$ cat config.mk
export PLATFORM = sky130hd
export DESIGN_NAME = burst_fifo_writer_flat
export DESIGN_NICKNAME = d
export VERILOG_FILES = /design/src/rtl/burst_fifo_writer_if.sv /design/src/rtl/burst_fifo_writer.sv /design/src/flat_wrapper.sv
export SDC_FILE = /design/constraint.sdc
export NUM_CORES = 1
export LEC_CHECK = 0
export BUFFER_PORTS_ARGS = -buffer_cell sky130_fd_sc_hd__buf_2
export CAP_MARGIN = 20
export CORE_AREA = 2 2 73 75
export CTS_CLUSTER_SIZE = 30
export DETAILED_ROUTE_END_ITERATION = 16
export DIE_AREA = 0 0 75 77
export GPL_TIMING_DRIVEN = 0
export PLACE_DENSITY_LB_ADDON = 0.12
export SETUP_SLACK_MARGIN = 0.2
export SYNTH_ARGS = -nofsm -noshare
export SYNTH_HDL_FRONTEND = slang
export SYNTH_SLANG_ARGS = --single-unit
export TNS_END_PERCENT = 1
$ cat constraint.sdc
create_clock -name wr_clk -period 2.5 [get_ports wr_clk]
set_input_delay 0 -clock wr_clk [delete_from_list [all_inputs] [get_ports wr_clk]]
set_output_delay 0 -clock wr_clk [all_outputs]
set_load 0.005 [all_outputs]
$ cat src/rtl/burst_fifo_writer_if.sv
// Sample-stream, buffer-write and credit signals of the burst FIFO writer.
// master: the writer itself; slave: the surrounding source/buffer/reader.
interface burst_fifo_writer_if #(
  parameter int WIDTH     = 8,
  parameter int DEPTH     = 100,
  parameter int BURST_LEN = 10
);
  localparam int AW      = $clog2(DEPTH);
  localparam int NBURSTS = DEPTH / BURST_LEN;
  localparam int OW      = $clog2(NBURSTS + 1);

  logic             s_valid;
  logic [WIDTH-1:0] s_data;
  logic             s_ready;
  logic             mem_we;
  logic [AW-1:0]    mem_addr;
  logic [WIDTH-1:0] mem_wdata;
  logic             burst_start;
  logic [AW-1:0]    burst_base;
  logic             rd_burst_done;
  logic [OW-1:0]    outstanding;
  logic             err;

  modport master (
    input  s_valid, s_data, rd_burst_done,
    output s_ready, mem_we, mem_addr, mem_wdata,
           burst_start, burst_base, outstanding, err
  );

  modport slave (
    output s_valid, s_data, rd_burst_done,
    input  s_ready, mem_we, mem_addr, mem_wdata,
           burst_start, burst_base, outstanding, err
  );
endinterface

$ cat src/rtl/burst_fifo_writer.sv
// Write-side controller for the burst FIFO buffers. Packs a valid/ready
// sample stream into BURST_LEN-word bursts inside a DEPTH-word buffer,
// announces each completed burst, and tracks reader credits so unread
// bursts are never overwritten.
// Optional macro BURST_WR_FLUSH_EN: a partial burst idle for TIMEOUT cycles
// is padded with PAD_VALUE and committed.
module burst_fifo_writer #(
  parameter int WIDTH     = 8,
  parameter int DEPTH     = 100,
  parameter int BURST_LEN = 10,
  parameter int TIMEOUT   = 16,
  parameter int PAD_VALUE = 0
) (
  input  logic                  wr_clk,
  input  logic                  rst,
  burst_fifo_writer_if.master   bus
);
  localparam int AW      = $clog2(DEPTH);
  localparam int NBURSTS = DEPTH / BURST_LEN;
  localparam int OW      = $clog2(NBURSTS + 1);
  localparam int CW      = $clog2(BURST_LEN + 1);

  localparam logic [AW-1:0] LAST_ADDR = AW'(DEPTH - 1);
  localparam logic [AW-1:0] BL_ADDR   = AW'(BURST_LEN);
  localparam logic [AW-1:0] WRAP_OFS  = AW'(DEPTH - BURST_LEN);
  localparam logic [CW-1:0] LAST_WORD = CW'(BURST_LEN - 1);
  localparam logic [OW-1:0] NB_FULL   = OW'(NBURSTS);

  // Reject configurations the address arithmetic cannot handle.
  if ((DEPTH % BURST_LEN) != 0 || TIMEOUT < 1 || PAD_VALUE < 0) begin : g_bad_cfg
    $error("burst_fifo_writer: illegal parameter combination");
  end

  typedef enum logic [1:0] {
    IDLE,
    FILL,
    COMMIT
`ifdef BURST_WR_FLUSH_EN
    , PAD
`endif
  } state_t;

  state_t           state_q, state_d;
  logic [AW-1:0]    wr_ptr_q, wr_ptr_d;
  logic [CW-1:0]    word_cnt_q, word_cnt_d;
  logic             mem_we_q, mem_we_d;
  logic [AW-1:0]    mem_addr_q, mem_addr_d;
  logic [WIDTH-1:0] mem_wdata_q, mem_wdata_d;
  logic             burst_start_q, burst_start_d;
  logic [AW-1:0]    burst_base_q, burst_base_d;
  logic [OW-1:0]    outstanding_q, outstanding_d;
  logic             err_q, err_d;
  logic             accept;
  logic             commit;
  logic [AW-1:0]    ptr_next;

`ifdef BURST_WR_FLUSH_EN
  localparam int IW = $clog2(TIMEOUT + 1);
  localparam logic [IW-1:0]    IDLE_LAST = IW'(TIMEOUT - 1);
  localparam logic [WIDTH-1:0] PAD_WORD  = WIDTH'(PAD_VALUE);
  logic [IW-1:0] idle_cnt_q, idle_cnt_d;
`endif

  assign accept   = bus.s_valid && (state_q == FILL);
  assign commit   = (state_q == COMMIT);
  assign ptr_next = (wr_ptr_q == LAST_ADDR) ? '0 : wr_ptr_q + AW'(1);

  // Next-state, buffer write, burst announcement and credit accounting.
  always_comb begin
    state_d       = state_q;
    wr_ptr_d      = wr_ptr_q;
    word_cnt_d    = word_cnt_q;
    mem_we_d      = 1'b0;
    mem_addr_d    = mem_addr_q;
    mem_wdata_d   = mem_wdata_q;
    burst_start_d = 1'b0;
    burst_base_d  = burst_base_q;
    outstanding_d = outstanding_q;
    err_d         = err_q;
`ifdef BURST_WR_FLUSH_EN
    idle_cnt_d    = idle_cnt_q;
`endif

    case (state_q)
      IDLE: begin
        if (outstanding_q < NB_FULL) state_d = FILL;
      end
      FILL: begin
        if (accept) begin
          mem_we_d    = 1'b1;
          mem_addr_d  = wr_ptr_q;
          mem_wdata_d = bus.s_data;
          wr_ptr_d    = ptr_next;
          word_cnt_d  = word_cnt_q + CW'(1);
          if (word_cnt_q == LAST_WORD) state_d = COMMIT;
`ifdef BURST_WR_FLUSH_EN
          idle_cnt_d  = '0;
        end else if (word_cnt_q != '0) begin
          if (idle_cnt_q == IDLE_LAST) begin
            state_d    = PAD;
            idle_cnt_d = '0;
          end else begin
            idle_cnt_d = idle_cnt_q + IW'(1);
          end
`endif
        end
      end
`ifdef BURST_WR_FLUSH_EN
      PAD: begin
        mem_we_d    = 1'b1;
        mem_addr_d  = wr_ptr_q;
        mem_wdata_d = PAD_WORD;
        wr_ptr_d    = ptr_next;
        word_cnt_d  = word_cnt_q + CW'(1);
        if (word_cnt_q == LAST_WORD) state_d = COMMIT;
      end
`endif
      COMMIT: begin
        burst_start_d = 1'b1;
        // wr_ptr already points past the burst; undo BURST_LEN modulo DEPTH.
        burst_base_d  = (wr_ptr_q >= BL_ADDR) ? wr_ptr_q - BL_ADDR
                                              : wr_ptr_q + WRAP_OFS;
        word_cnt_d    = '0;
        state_d       = IDLE;
      end
      default: state_d = IDLE;
    endcase

    // A commit and a returned credit on the same edge cancel out.
    if (commit && !bus.rd_burst_done) begin
      outstanding_d = outstanding_q + OW'(1);
    end else if (!commit && bus.rd_burst_done) begin
      if (outstanding_q == '0) err_d = 1'b1;
      else                     outstanding_d = outstanding_q - OW'(1);
    end
  end

  // State and output registers with synchronous reset.
  always_ff @(posedge wr_clk) begin
    if (rst) begin
      state_q       <= IDLE;
      wr_ptr_q      <= '0;
      word_cnt_q    <= '0;
      mem_we_q      <= 1'b0;
      mem_addr_q    <= '0;
      mem_wdata_q   <= '0;
      burst_start_q <= 1'b0;
      burst_base_q  <= '0;
      outstanding_q <= '0;
      err_q         <= 1'b0;
`ifdef BURST_WR_FLUSH_EN
      idle_cnt_q    <= '0;
`endif
    end else begin
      state_q       <= state_d;
      wr_ptr_q      <= wr_ptr_d;
      word_cnt_q    <= word_cnt_d;
      mem_we_q      <= mem_we_d;
      mem_addr_q    <= mem_addr_d;
      mem_wdata_q   <= mem_wdata_d;
      burst_start_q <= burst_start_d;
      burst_base_q  <= burst_base_d;
      outstanding_q <= outstanding_d;
      err_q         <= err_d;
`ifdef BURST_WR_FLUSH_EN
      idle_cnt_q    <= idle_cnt_d;
`endif
    end
  end

  assign bus.s_ready     = (state_q == FILL);
  assign bus.mem_we      = mem_we_q;
  assign bus.mem_addr    = mem_addr_q;
  assign bus.mem_wdata   = mem_wdata_q;
  assign bus.burst_start = burst_start_q;
  assign bus.burst_base  = burst_base_q;
  assign bus.outstanding = outstanding_q;
  assign bus.err         = err_q;
endmodule

$ cat src/flat_wrapper.sv
// flat-port wrapper written by rule: the top's interface ports become plain ports
module burst_fifo_writer_flat 
#(
  parameter int WIDTH     = 8,
  parameter int DEPTH     = 100,
  parameter int BURST_LEN = 10,
  parameter int TIMEOUT   = 16,
  parameter int PAD_VALUE = 0
)
  (wr_clk, rst, bus_s_valid, bus_s_data, bus_rd_burst_done, bus_s_ready, bus_mem_we, bus_mem_addr, bus_mem_wdata, bus_burst_start, bus_burst_base, bus_outstanding, bus_err);
  burst_fifo_writer_if #(.WIDTH(WIDTH), .DEPTH(DEPTH), .BURST_LEN(BURST_LEN)) bus_i ();
  input  logic wr_clk;
  input  logic rst;
  input wire logic [$bits(bus_i.s_valid)-1:0] bus_s_valid;
  input wire logic [$bits(bus_i.s_data)-1:0] bus_s_data;
  input wire logic [$bits(bus_i.rd_burst_done)-1:0] bus_rd_burst_done;
  output wire logic [$bits(bus_i.s_ready)-1:0] bus_s_ready;
  output wire logic [$bits(bus_i.mem_we)-1:0] bus_mem_we;
  output wire logic [$bits(bus_i.mem_addr)-1:0] bus_mem_addr;
  output wire logic [$bits(bus_i.mem_wdata)-1:0] bus_mem_wdata;
  output wire logic [$bits(bus_i.burst_start)-1:0] bus_burst_start;
  output wire logic [$bits(bus_i.burst_base)-1:0] bus_burst_base;
  output wire logic [$bits(bus_i.outstanding)-1:0] bus_outstanding;
  output wire logic [$bits(bus_i.err)-1:0] bus_err;
  assign bus_i.s_valid = bus_s_valid;
  assign bus_i.s_data = bus_s_data;
  assign bus_i.rd_burst_done = bus_rd_burst_done;
  assign bus_s_ready = bus_i.s_ready;
  assign bus_mem_we = bus_i.mem_we;
  assign bus_mem_addr = bus_i.mem_addr;
  assign bus_mem_wdata = bus_i.mem_wdata;
  assign bus_burst_start = bus_i.burst_start;
  assign bus_burst_base = bus_i.burst_base;
  assign bus_outstanding = bus_i.outstanding;
  assign bus_err = bus_i.err;
  burst_fifo_writer #(.WIDTH(WIDTH), .DEPTH(DEPTH), .BURST_LEN(BURST_LEN), .TIMEOUT(TIMEOUT), .PAD_VALUE(PAD_VALUE)) u_core (.wr_clk(wr_clk), .rst(rst), .bus(bus_i));
endmodule
==> results of run 1 <==
[routing by layer]
metal  vias up  wire (um)  GRT usage
met5         -          0          0
met4         0         51     0.0589
met3         4        208     0.0381
met2        40       2240      0.262
met1       849       2340      0.242
li1        946          -          -
[worst min-delay path by stage]
| stage | cells after the start | end | slack (ns) | start |
|---|---|---|---|---|
| floorplan | 1 | u_core.bus.burst_start | 0.11 | rst |
| global placement | 3 | u_core.bus.mem_wdata[2] | 0.24 | bus_s_data[2] |
| detailed placement | 3 | u_core.bus.mem_wdata[2] | 0.25 | bus_s_data[2] |
| CTS | 4 | u_core.bus.err | 0.10 | bus_rd_burst_done |
| global route | 4 | u_core.bus.err | 0.14 | bus_rd_burst_done |
| finish | 4 | u_core.bus.err | 0.10 | bus_rd_burst_done |
[final cells by class]
| cell class | count | area [sq um] |
|---|---|---|
| multi-input cells | 174 | 1110 |
| plain buffers | 15 | 87.6 |
| repair buffers | 50 | 295 |
| clock buffers | 6 | 82.6 |
| inverters | 9 | 33.8 |
| well taps | 70 | 87.6 |
| flip-flops and latches | 42 | 841 |
| clock inverters | 2 | 12.5 |
| fillers | 500 | 2430 |
[synth_stat cells (2+ instances only)]
cell,count
dfxtp_1,42
nand3b_1,2
and3_1,2
nand2_1,44
a311oi_1,3
xor2_1,5
nand3_1,5
a21oi_1,27
a211oi_1,4
inv_1,9
buf_6,3
buf_2,5
nand4_1,2
nor2_1,20
a31oi_1,5
nor4_1,2
o21ai_0,7
a32o_1,2
nand2b_1,4
clkbuf_1,6
ha_1,10
a2111oi_0,2
nor3_1,7
[flip-flops by register name, indices dropped and copies added, names as in the netlist]
signal                  count
u_core.bus.mem_wdata        8
u_core.wr_ptr_q             7
u_core.word_cnt_q           4
u_core.bus.mem_addr         7
u_core.bus.err              1
u_core.bus.mem_we           1
u_core.bus.burst_base       7
u_core.state_q              2
u_core.bus.burst_start      1
u_core.bus.outstanding      4
[layout by cell type (no fill, tap or decap), types with 3 or more instances in the layout]
| master | count |
|---|---|
| a211oi_1 | 4 |
| a21oi_1 | 26 |
| a31oi_1 | 5 |
| buf_2 | 45 |
| buf_6 | 3 |
| clkbuf_1 | 6 |
| clkbuf_8 | 6 |
| dfxtp_1 | 42 |
| dlygate4sd3_1 | 9 |
| ha_1 | 8 |
| inv_1 | 9 |
| nand2_1 | 44 |
| nand2b_1 | 4 |
| nand3_1 | 4 |
| nor2_1 | 20 |
| nor3_1 | 7 |
| o21ai_0 | 7 |
| xor2_1 | 5 |
[through the flow]
stage,power (uW),cells,util,setup WS [ns]
floorplan,987,240,-,0.429
global placement,1090,351,0.463,0.124
detailed placement,1100,351,0.463,0.0880
CTS,1580,368,0.502,0.234
global route,1720,368,0.512,0.208
finish,1610,368,0.512,0.323
[cells by family (layout without fill, tap and decap cells)]
group           Yosys count  in the layout
compound gates           55             55
xor+xnor                  6              6
fa+ha+maj                11             11
buf+inv                  24             82
flops                    42             42
mux                       2              2
simple gates            100            100
[power by group]
part | total, uW | switching [uW] | internal (uW)
registers | 782 | 64.5 | 717
logic | 361 | 194 | 167
clock network | 465 | 243 | 222
[worst reg2reg max path: cells and delay by family, from the launching register on]
family | cells | cell delay, ns
AOI/OAI and AO/OA | 1 | 0.24
and+or+nand+nor | 4 | 0.62
DFF | 1 | 0.39
buffers and inverters | 2 | 0.33
adders and majority gates | 2 | 0.49
[what timing repair did]
action	in CTS	in global routing
gates cloned	0	0
gates resized for setup	3	8
pin swaps	0	1
endpoints found under the hold margin	9	0
endpoints found under the setup margin	1	1
hold buffers	9	0
==> results.sh, run 1 <==
export IMPL_synth_ff_type="dfxtp_1"
export IMPL_synth_compound_area_frac=0.167
export IMPL_die_h_um=77
export IMPL_timing_fmax_ghz=0.459
export IMPL_gr_usage_all_layers=0.174
export IMPL_path_depth=9
export IMPL_post_route_min_period_ns=2.18
export IMPL_drive_gt1_frac=0.242
export IMPL_cts_max_level=2
export IMPL_reg2regPathDepth=9
export IMPL_avgSynthCellArea_sq_um=8.39
export IMPL_synth_top_family_by_area="simple AND/OR/NAND/NOR gates"
export IMPL_cts_buffer_depth=2
export IMPL_grt_pass1_wl_um=7860
export IMPL_place_area_sq_um=2310
export IMPL_worstSetupEndpointType="flip-flop"
export IMPL_async_flop_share=0
export IMPL_cpMaxStageDelayCell="dfxtp_1"
export IMPL_synth_xor_area_share=0.0261
export IMPL_avgRoutedWirePerCell_um=13.2
export IMPL_syn_to_final_growth_pct=26.5
export IMPL_synthCells=240
export IMPL_worst_pin_slew_ns=0.611
export IMPL_dieArea_sq_um=5780
export IMPL_viasPerCell=5.00
export IMPL_io_pins=42
export IMPL_fp_coreArea_sq_um=4980
export IMPL_cts_num_sinks=42
export IMPL_route_detailed_drc=0
export IMPL_synth_top_cell_area_share=0.418
export IMPL_worstPathMaxFanout=10
export IMPL_gp_congestion=0.835
export IMPL_worst_setup_path_type="flip-flop to flip-flop"
export IMPL_holdWs_ns=0.101
export IMPL_fin_skew_ns=0.00786
export IMPL_peakVddDrop_uv=364
export IMPL_reg2reg_to="u_core.bus.outstanding[3]"
export IMPL_synth_fp_nets=263
export IMPL_synth_warnings=0
export IMPL_startpoint="u_core.state_q[1]"
export IMPL_grt_pass1_vias=1642
export IMPL_hold_viol=0
export IMPL_hp_class="input pin to flip-flop"
export IMPL_antenna_cells=0
export IMPL_arrival_ns=2.37
export IMPL_endpoint="u_core.bus.outstanding[3]"
export IMPL_synth_adder_area_share=0.0721
export IMPL_first_iter_violations=57
export IMPL_dr_pass1_iters=4
export IMPL_io_buffers=41
export IMPL_status="finished clean"
export IMPL_synth_area_top_cells="dfxtp_1 (42%), nand2_1 (8.2%), a21oi_1 (6.7%), ha_1 (6.2%), nor2_1 (3.7%)"
export IMPL_synth_distinct_cells=45
export IMPL_postCtsSetupRepairBufs=0
export IMPL_synthMuxAreaShare=0.0106
export IMPL_ys_ff_latch=42
export IMPL_grt_max_degree=14
export IMPL_drv_cap=0
export IMPL_antenna_found_initial=0
export IMPL_path_cells="nor2b_2 > buf_4 > ha_4 > inv_1 > ha_4 > nand3_2 > and4b_1 > a311oi_2 > nand2_1"
export IMPL_cts_root_buffer="clkbuf_8"
export IMPL_post_dp_hpwl_um=3390
export IMPL_power_leakage_uw=0.00104
export IMPL_path_buf_inv=2
export IMPL_cp_start_kind="flip-flop"
export IMPL_vias=1839
export IMPL_synth_edf_count=0
export IMPL_drtAntennaViolNets=0
export IMPL_synth_top_area_cell="dfxtp_1"
export IMPL_start_util=0.404
export IMPL_post_route_period_util=0.871
export IMPL_required_ns=2.69
export IMPL_cts_inserted_buffers=5
export IMPL_r2r_slack_ns=0.32
export IMPL_grt_overflow_total=0
export IMPL_fin_tns_setup_ns=0
export IMPL_r2r_start="u_core.state_q[1]"
export IMPL_report_final_slew_viol_count=0
export IMPL_synth_simple_area_share=0.247
export IMPL_worst_slew_margin_rel=0.592
export IMPL_cpPeakStageDelay_ns=0.39
export IMPL_ys_seq_area_frac=0.418
export IMPL_synth_area_sq_um=2010
export IMPL_drt_total_wl_um=4850
export IMPL_cts_clk_slew_worst_paths_ns=0.08
export IMPL_final_nets=320
export IMPL_row_count=26
export IMPL_cp_common_cell="ha_4"
export IMPL_rsz0062_at_grt="no"
export IMPL_finalInstanceArea_sq_um=2550
export IMPL_setup_violations=0
export IMPL_cpLargestDelayFamily="simple AND/OR/NAND/NOR gates"
export IMPL_clk_latency_ns=0.30
export IMPL_cts_tree="yes"
export IMPL_power_density_nw_per_um2=631
export IMPL_die_w_um=75
(Power assumes the default switching activity.)
==> run 2, diff against run 1 <==
Settings changed: CELL_PAD_IN_SITES_DETAIL_PLACEMENT set to 1, CELL_PAD_IN_SITES_GLOBAL_PLACEMENT set to 2, CORE_AREA 2 2 73 75 to 2 2 84 86, DIE_AREA 0 0 75 77 to 0 0 86 88.
==> results.sh, run 2 (synthesis gave the netlist of run 1 again) <==
export IMPL_status="finished clean"
export IMPL_cts_root_buffer="clkbuf_8"
export IMPL_clk_latency_ns=0.30
export IMPL_io_buffers=41
export IMPL_viasPerCell=5.00
export IMPL_worst_slew_margin_rel=0.580
export IMPL_grt_pass1_wl_um=9180
export IMPL_hold_path_end="u_core.bus.burst_start"
export IMPL_cpMaxStageDelayCell="dfxtp_1"
export IMPL_cpPeakStageDelay_ns=0.39
export IMPL_final_common_cell="buf_2"
export IMPL_dieArea_sq_um=7570
export IMPL_cts_clk_slew_worst_paths_ns=0.09
export IMPL_die_h_um=88
export IMPL_worstSetupEndpointType="flip-flop"
export IMPL_post_route_period_util=0.848
export IMPL_final_cell_mix="buf_2 (45), nand2_1 (44), dfxtp_1 (41), a21oi_1 (26), nor2_1 (20)"
export IMPL_fin_tns_setup_ns=0
export IMPL_place_area_sq_um=2320
export IMPL_gp_congestion=0.752
export IMPL_worstHoldStart="rst"
export IMPL_required_ns=2.69
export IMPL_fin_skew_ns=0.00816
export IMPL_worstPathMaxFanout=10
export IMPL_antenna_found_initial=0
export IMPL_reg2regPathDepth=9
export IMPL_drtAntennaViolNets=0
export IMPL_fp_coreArea_sq_um=6640
export IMPL_r2r_slack_ns=0.38
export IMPL_route_detailed_drc=0
export IMPL_dr_pass1_iters=4
export IMPL_timing_fmax_ghz=0.472
export IMPL_final_nets=319
export IMPL_start_util=0.303
export IMPL_post_dp_hpwl_um=3950
export IMPL_path_cells="nor2b_4 > buf_6 > ha_4 > inv_1 > ha_4 > nand3_1 > and4b_1 > a311oi_1 > nand2_1"
export IMPL_first_iter_violations=25
export IMPL_worst_pin_slew_ns=0.629
export IMPL_rsz0062_at_grt="no"
export IMPL_antenna_cells=0
export IMPL_power_density_nw_per_um2=698
export IMPL_power_leakage_uw=0.00105
export IMPL_largest_reg_flops=8
export IMPL_gr_usage_all_layers=0.155
export IMPL_cts_buffer_depth=2
export IMPL_cts_inserted_buffers=5
export IMPL_cts_num_sinks=42
export IMPL_hold_viol=0
export IMPL_cts_max_level=2
export IMPL_drv_cap=0
export IMPL_postCtsSetupRepairBufs=0
export IMPL_setup_violations=0
export IMPL_drt_total_wl_um=5590
export IMPL_hp_class="input pin to flip-flop"
export IMPL_post_route_min_period_ns=2.12
export IMPL_arrival_ns=2.31
export IMPL_grt_max_degree=15
export IMPL_report_final_slew_viol_count=0
export IMPL_cp_common_cell="ha_4"
export IMPL_post_place_cells=361
export IMPL_die_w_um=86
export IMPL_io_pins=42
export IMPL_worst_setup_path_type="flip-flop to flip-flop"
export IMPL_reg2reg_to="u_core.bus.outstanding[3]"
export IMPL_r2r_start="u_core.state_q[0]"
export IMPL_drive_gt1_frac=0.239
export IMPL_fin_cells=377
export IMPL_grt_overflow_total=0
export IMPL_hold_depth=2
export IMPL_finalInstanceArea_sq_um=2590
export IMPL_vias=1885
export IMPL_syn_to_final_growth_pct=28.7
export IMPL_avgRoutedWirePerCell_um=14.8
export IMPL_cts_tree="yes"
export IMPL_row_count=30
export IMPL_cp_start_kind="flip-flop"
export IMPL_peakVddDrop_uv=214
export IMPL_grt_pass1_vias=1836
==> run 2: changes by cell type in the layout (fill, tap and decap cells not counted), sizes merged <==
| cell | previous run | this run |
|---|---|---|
| dlygate4sd3 | 9 | 8 |
| clkbuf | 12 | 11 |
| clkinvlp | 1 | 0 |
| bufinv | 0 | 2 |
==> run 2: cell type report <==
cell class,count,area [sq um]
multi-input cells,174,1100
well taps,80,100
fillers,811,4050
clock buffers,5,68.8
clock inverters,3,68.8
repair buffers,49,285
flip-flops and latches,42,842
plain buffers,15,91.3
inverters,9,33.8
==> run 2: per-stage QoR <==
step	setup WS [ns]	util	hold WS, ns	power (uW)
after global placement	0.0305	0.349	0.242	1100
after CTS	0.214	0.387	0.00390	1830
after global routing	0.196	0.390	0.0167	1920
final	0.381	0.390	0.0180	1810
after detailed placement	0.0162	0.349	0.247	1120
after floorplan	0.429	-	0.107	987
==> run 2: worst max path at each step <==
stage	depth (start not counted)	endpoint	slack (ns)	startpoint
6_report	9	u_core.bus.outstanding[3]	0.38	u_core.state_q[0]
5_1_grt	9	u_core.bus.outstanding[3]	0.20	u_core.state_q[0]
4_1_cts	9	u_core.bus.outstanding[3]	0.21	u_core.state_q[1]
3_5_place_dp	9	u_core.bus.outstanding[3]	0.02	u_core.state_q[1]
3_3_place_gp	9	u_core.bus.outstanding[3]	0.03	u_core.state_q[1]
2_1_floorplan	9	u_core.bus.outstanding[3]	0.43	u_core.state_q[1]
==> run 2: power by group <==
| group | internal, uW | leakage [uW] | switching (uW) |
|---|---|---|---|
| clock network | 400 | 0.0000683 | 260 |
| registers | 717 | 0.000342 | 66.4 |
| logic | 164 | 0.000643 | 199 |
==> run 2: what timing repair did <==
item | 4_1_cts | 5_1_grt
endpoints found under the hold margin | 8 | 0
setup endpoints to repair | 1 | 1
resized for setup | 7 | 4
hold buffers | 8 | 0
pin swaps | 1 | 1
==> run 2: critical path, delay by kind of cell (launching register included) <==
family                   cells  cell delay [ns]
adder cells (fa/ha/maj)      2             0.48
flip-flops                   1             0.39
AO/OA/AOI/OAI                1             0.19
AND/OR/NAND/NOR              4             0.66
buffers and inverters        2             0.28
==> run 2: metal layers <==
metal | global-route usage | vias up | part of all wire
met1 | 0.201 | 895 | 0.49
met3 | 0.0368 | 6 | 0.044
met2 | 0.256 | 38 | 0.45
met5 | 0 | - | 0
met4 | 0.0476 | 0 | 0.013
li1 | - | 946 | -
==> run 3, diff against run 2 <==
Clock period 2.5 ns to 2 ns, I/O delays scaled along.
==> results.sh, run 3 (synthesis gave the netlist of run 1 again) <==
export IMPL_fillers=791
export IMPL_post_route_period_util=0.909
export IMPL_post_route_min_period_ns=1.82
export IMPL_worst_slew_margin_rel=0.583
export IMPL_io_buffers=41
export IMPL_worst_setup_path_type="flip-flop to flip-flop"
export IMPL_cp_start_kind="flip-flop"
export IMPL_power_switching_uw=729
export IMPL_peakVddDrop_uv=314
export IMPL_cts_max_level=2
export IMPL_viasPerCell=4.95
export IMPL_syn_to_final_growth_pct=33.7
export IMPL_status="finished clean"
export IMPL_power_frac_clock=0.310
export IMPL_worstSetupEndpointType="flip-flop"
export IMPL_finalInstanceArea_sq_um=2690
export IMPL_avgRoutedWirePerCell_um=15.6
export IMPL_cts_clk_slew_worst_paths_ns=0.09
export IMPL_vias=1900
export IMPL_gp_congestion=0.737
export IMPL_cts_inserted_buffers=5
export IMPL_post_dp_hpwl_um=4060
export IMPL_timing_fmax_ghz=0.550
export IMPL_power_leakage_uw=0.00108
export IMPL_dieArea_sq_um=7570
export IMPL_final_common_cell="buf_2"
export IMPL_regArea_sq_um=846
export IMPL_fin_cells=384
export IMPL_cts_buffer_depth=2
export IMPL_pwr_share_seq=0.439
export IMPL_gr_usage_all_layers=0.166
export IMPL_final_nets=326
export IMPL_grt_pass1_wl_um=10000
export IMPL_drt_total_wl_um=6000
export IMPL_grt_overflow_total=0
export IMPL_cts_num_sinks=42
export IMPL_worstPathMaxFanout=4
export IMPL_clk_latency_ns=0.30
export IMPL_worstHoldStart="rst"
export IMPL_required_ns=2.19
export IMPL_switching_share=0.323
export IMPL_start_util=0.303
export IMPL_drtAntennaViolNets=0
export IMPL_hold_viol=0
export IMPL_antenna_cells=0
export IMPL_die_w_um=86
export IMPL_p_int_uw=1530
export IMPL_multiInputGateArea_sq_um=1160
export IMPL_route_detailed_drc=0
export IMPL_grt_max_degree=15
export IMPL_startpoint="u_core.state_q[1]"
export IMPL_post_place_cells=361
export IMPL_combPwrFrac=0.250
export IMPL_die_h_um=88
export IMPL_setup_violations=0
export IMPL_largest_reg_flops=8
export IMPL_drv_cap=0
export IMPL_place_area_sq_um=2360
export IMPL_fin_skew_ns=0.00855
export IMPL_first_iter_violations=30
export IMPL_power_density_nw_per_um2=839
export IMPL_cts_tree="yes"
export IMPL_arrival_ns=2.01
export IMPL_io_pins=42
export IMPL_holdWs_ns=0.0447
export IMPL_hp_class="input pin to flip-flop"
export IMPL_report_final_slew_viol_count=0
export IMPL_worst_pin_slew_ns=0.626
export IMPL_r2r_start="u_core.state_q[1]"
export IMPL_fp_coreArea_sq_um=6640
export IMPL_final_cell_mix="buf_2 (45), nand2_1 (44), dfxtp_1 (40), a21oi_1 (26), nor2_1 (20)"
export IMPL_antenna_found_initial=0
export IMPL_dr_pass1_iters=4
export IMPL_grt_pass1_vias=1942
export IMPL_drive_gt1_frac=0.273
export IMPL_cts_root_buffer="clkbuf_8"
export IMPL_rsz0062_at_grt="yes"
export IMPL_row_count=30
==> run 3: metal layers <==
metal / global-route usage / share of wire
met1: 0.216 / 0.49
met2: 0.280 / 0.46
met3: 0.0377 / 0.048
met4: 0.0390 / 0.0058
met5: 0 / 0
==> run 3: path summary, 6_finish.rpt <==
| check | to | depth (start not counted) | slack [ns] |
|---|---|---|---|
| max | u_core.bus.outstanding[3] | 9 | 0.18 |
| min | u_core.bus.burst_start | 2 | 0.04 |
| max reg2reg | u_core.bus.outstanding[3] | 9 | 0.18 |
| min reg2reg | u_core.bus.mem_wdata[5] | 2 | 0.46 |
==> run 3: final cells by class <==
| cell class | count | area share |
|---|---|---|
| multi-input cells | 174 | 0.432 |
| flip-flops and latches | 42 | 0.314 |
| repair buffers | 56 | 0.126 |
| well taps | 80 | 0.0372 |
| plain buffers | 15 | 0.0339 |
| clock buffers | 5 | 0.0256 |
| clock inverters | 3 | 0.0167 |
| inverters | 9 | 0.0144 |
==> run 3: through the flow <==
step / setup TNS (ns) / utilization / power, uW / setup WS [ns]
4_1_cts: 0 / 0.399 / 2230 / 0.169
5_1_grt: 0 / 0.405 / 2390 / 0.105
6_report: 0 / 0.405 / 2260 / 0.181
2_1_floorplan: 0 / - / 1260 / 0.212
3_3_place_gp: -0.0383 / 0.355 / 1410 / -0.0383
3_5_place_dp: -0.0203 / 0.355 / 1410 / -0.0203
==> run 3: repair_timing <==
action,CTS,global route
pin swaps,2,6
hold endpoints to repair,8,0
hold buffers,8,0
gates resized for setup,12,4
setup buffers,6,1
endpoints found under the setup margin,1,3
==> run 3: power groups by stage <==
stage	registers, uW	logic, uW	clock network (uW)
floorplan	987	275	0
global placement	999	411	0
detailed placement	999	416	0
CTS	984	515	726
global route	1000	631	760
finish	992	565	701
==> run 3: worst max-delay path, cell delays in order, from the launching register on <==
cell,delay [ns]
dfxtp_2,0.34
nor2b_4,0.15
buf_6,0.11
ha_4,0.15
inv_6,0.05
ha_4,0.24
a21oi_4,0.23
a2111oi_4,0.11
a311oi_2,0.25
nand2_1,0.08
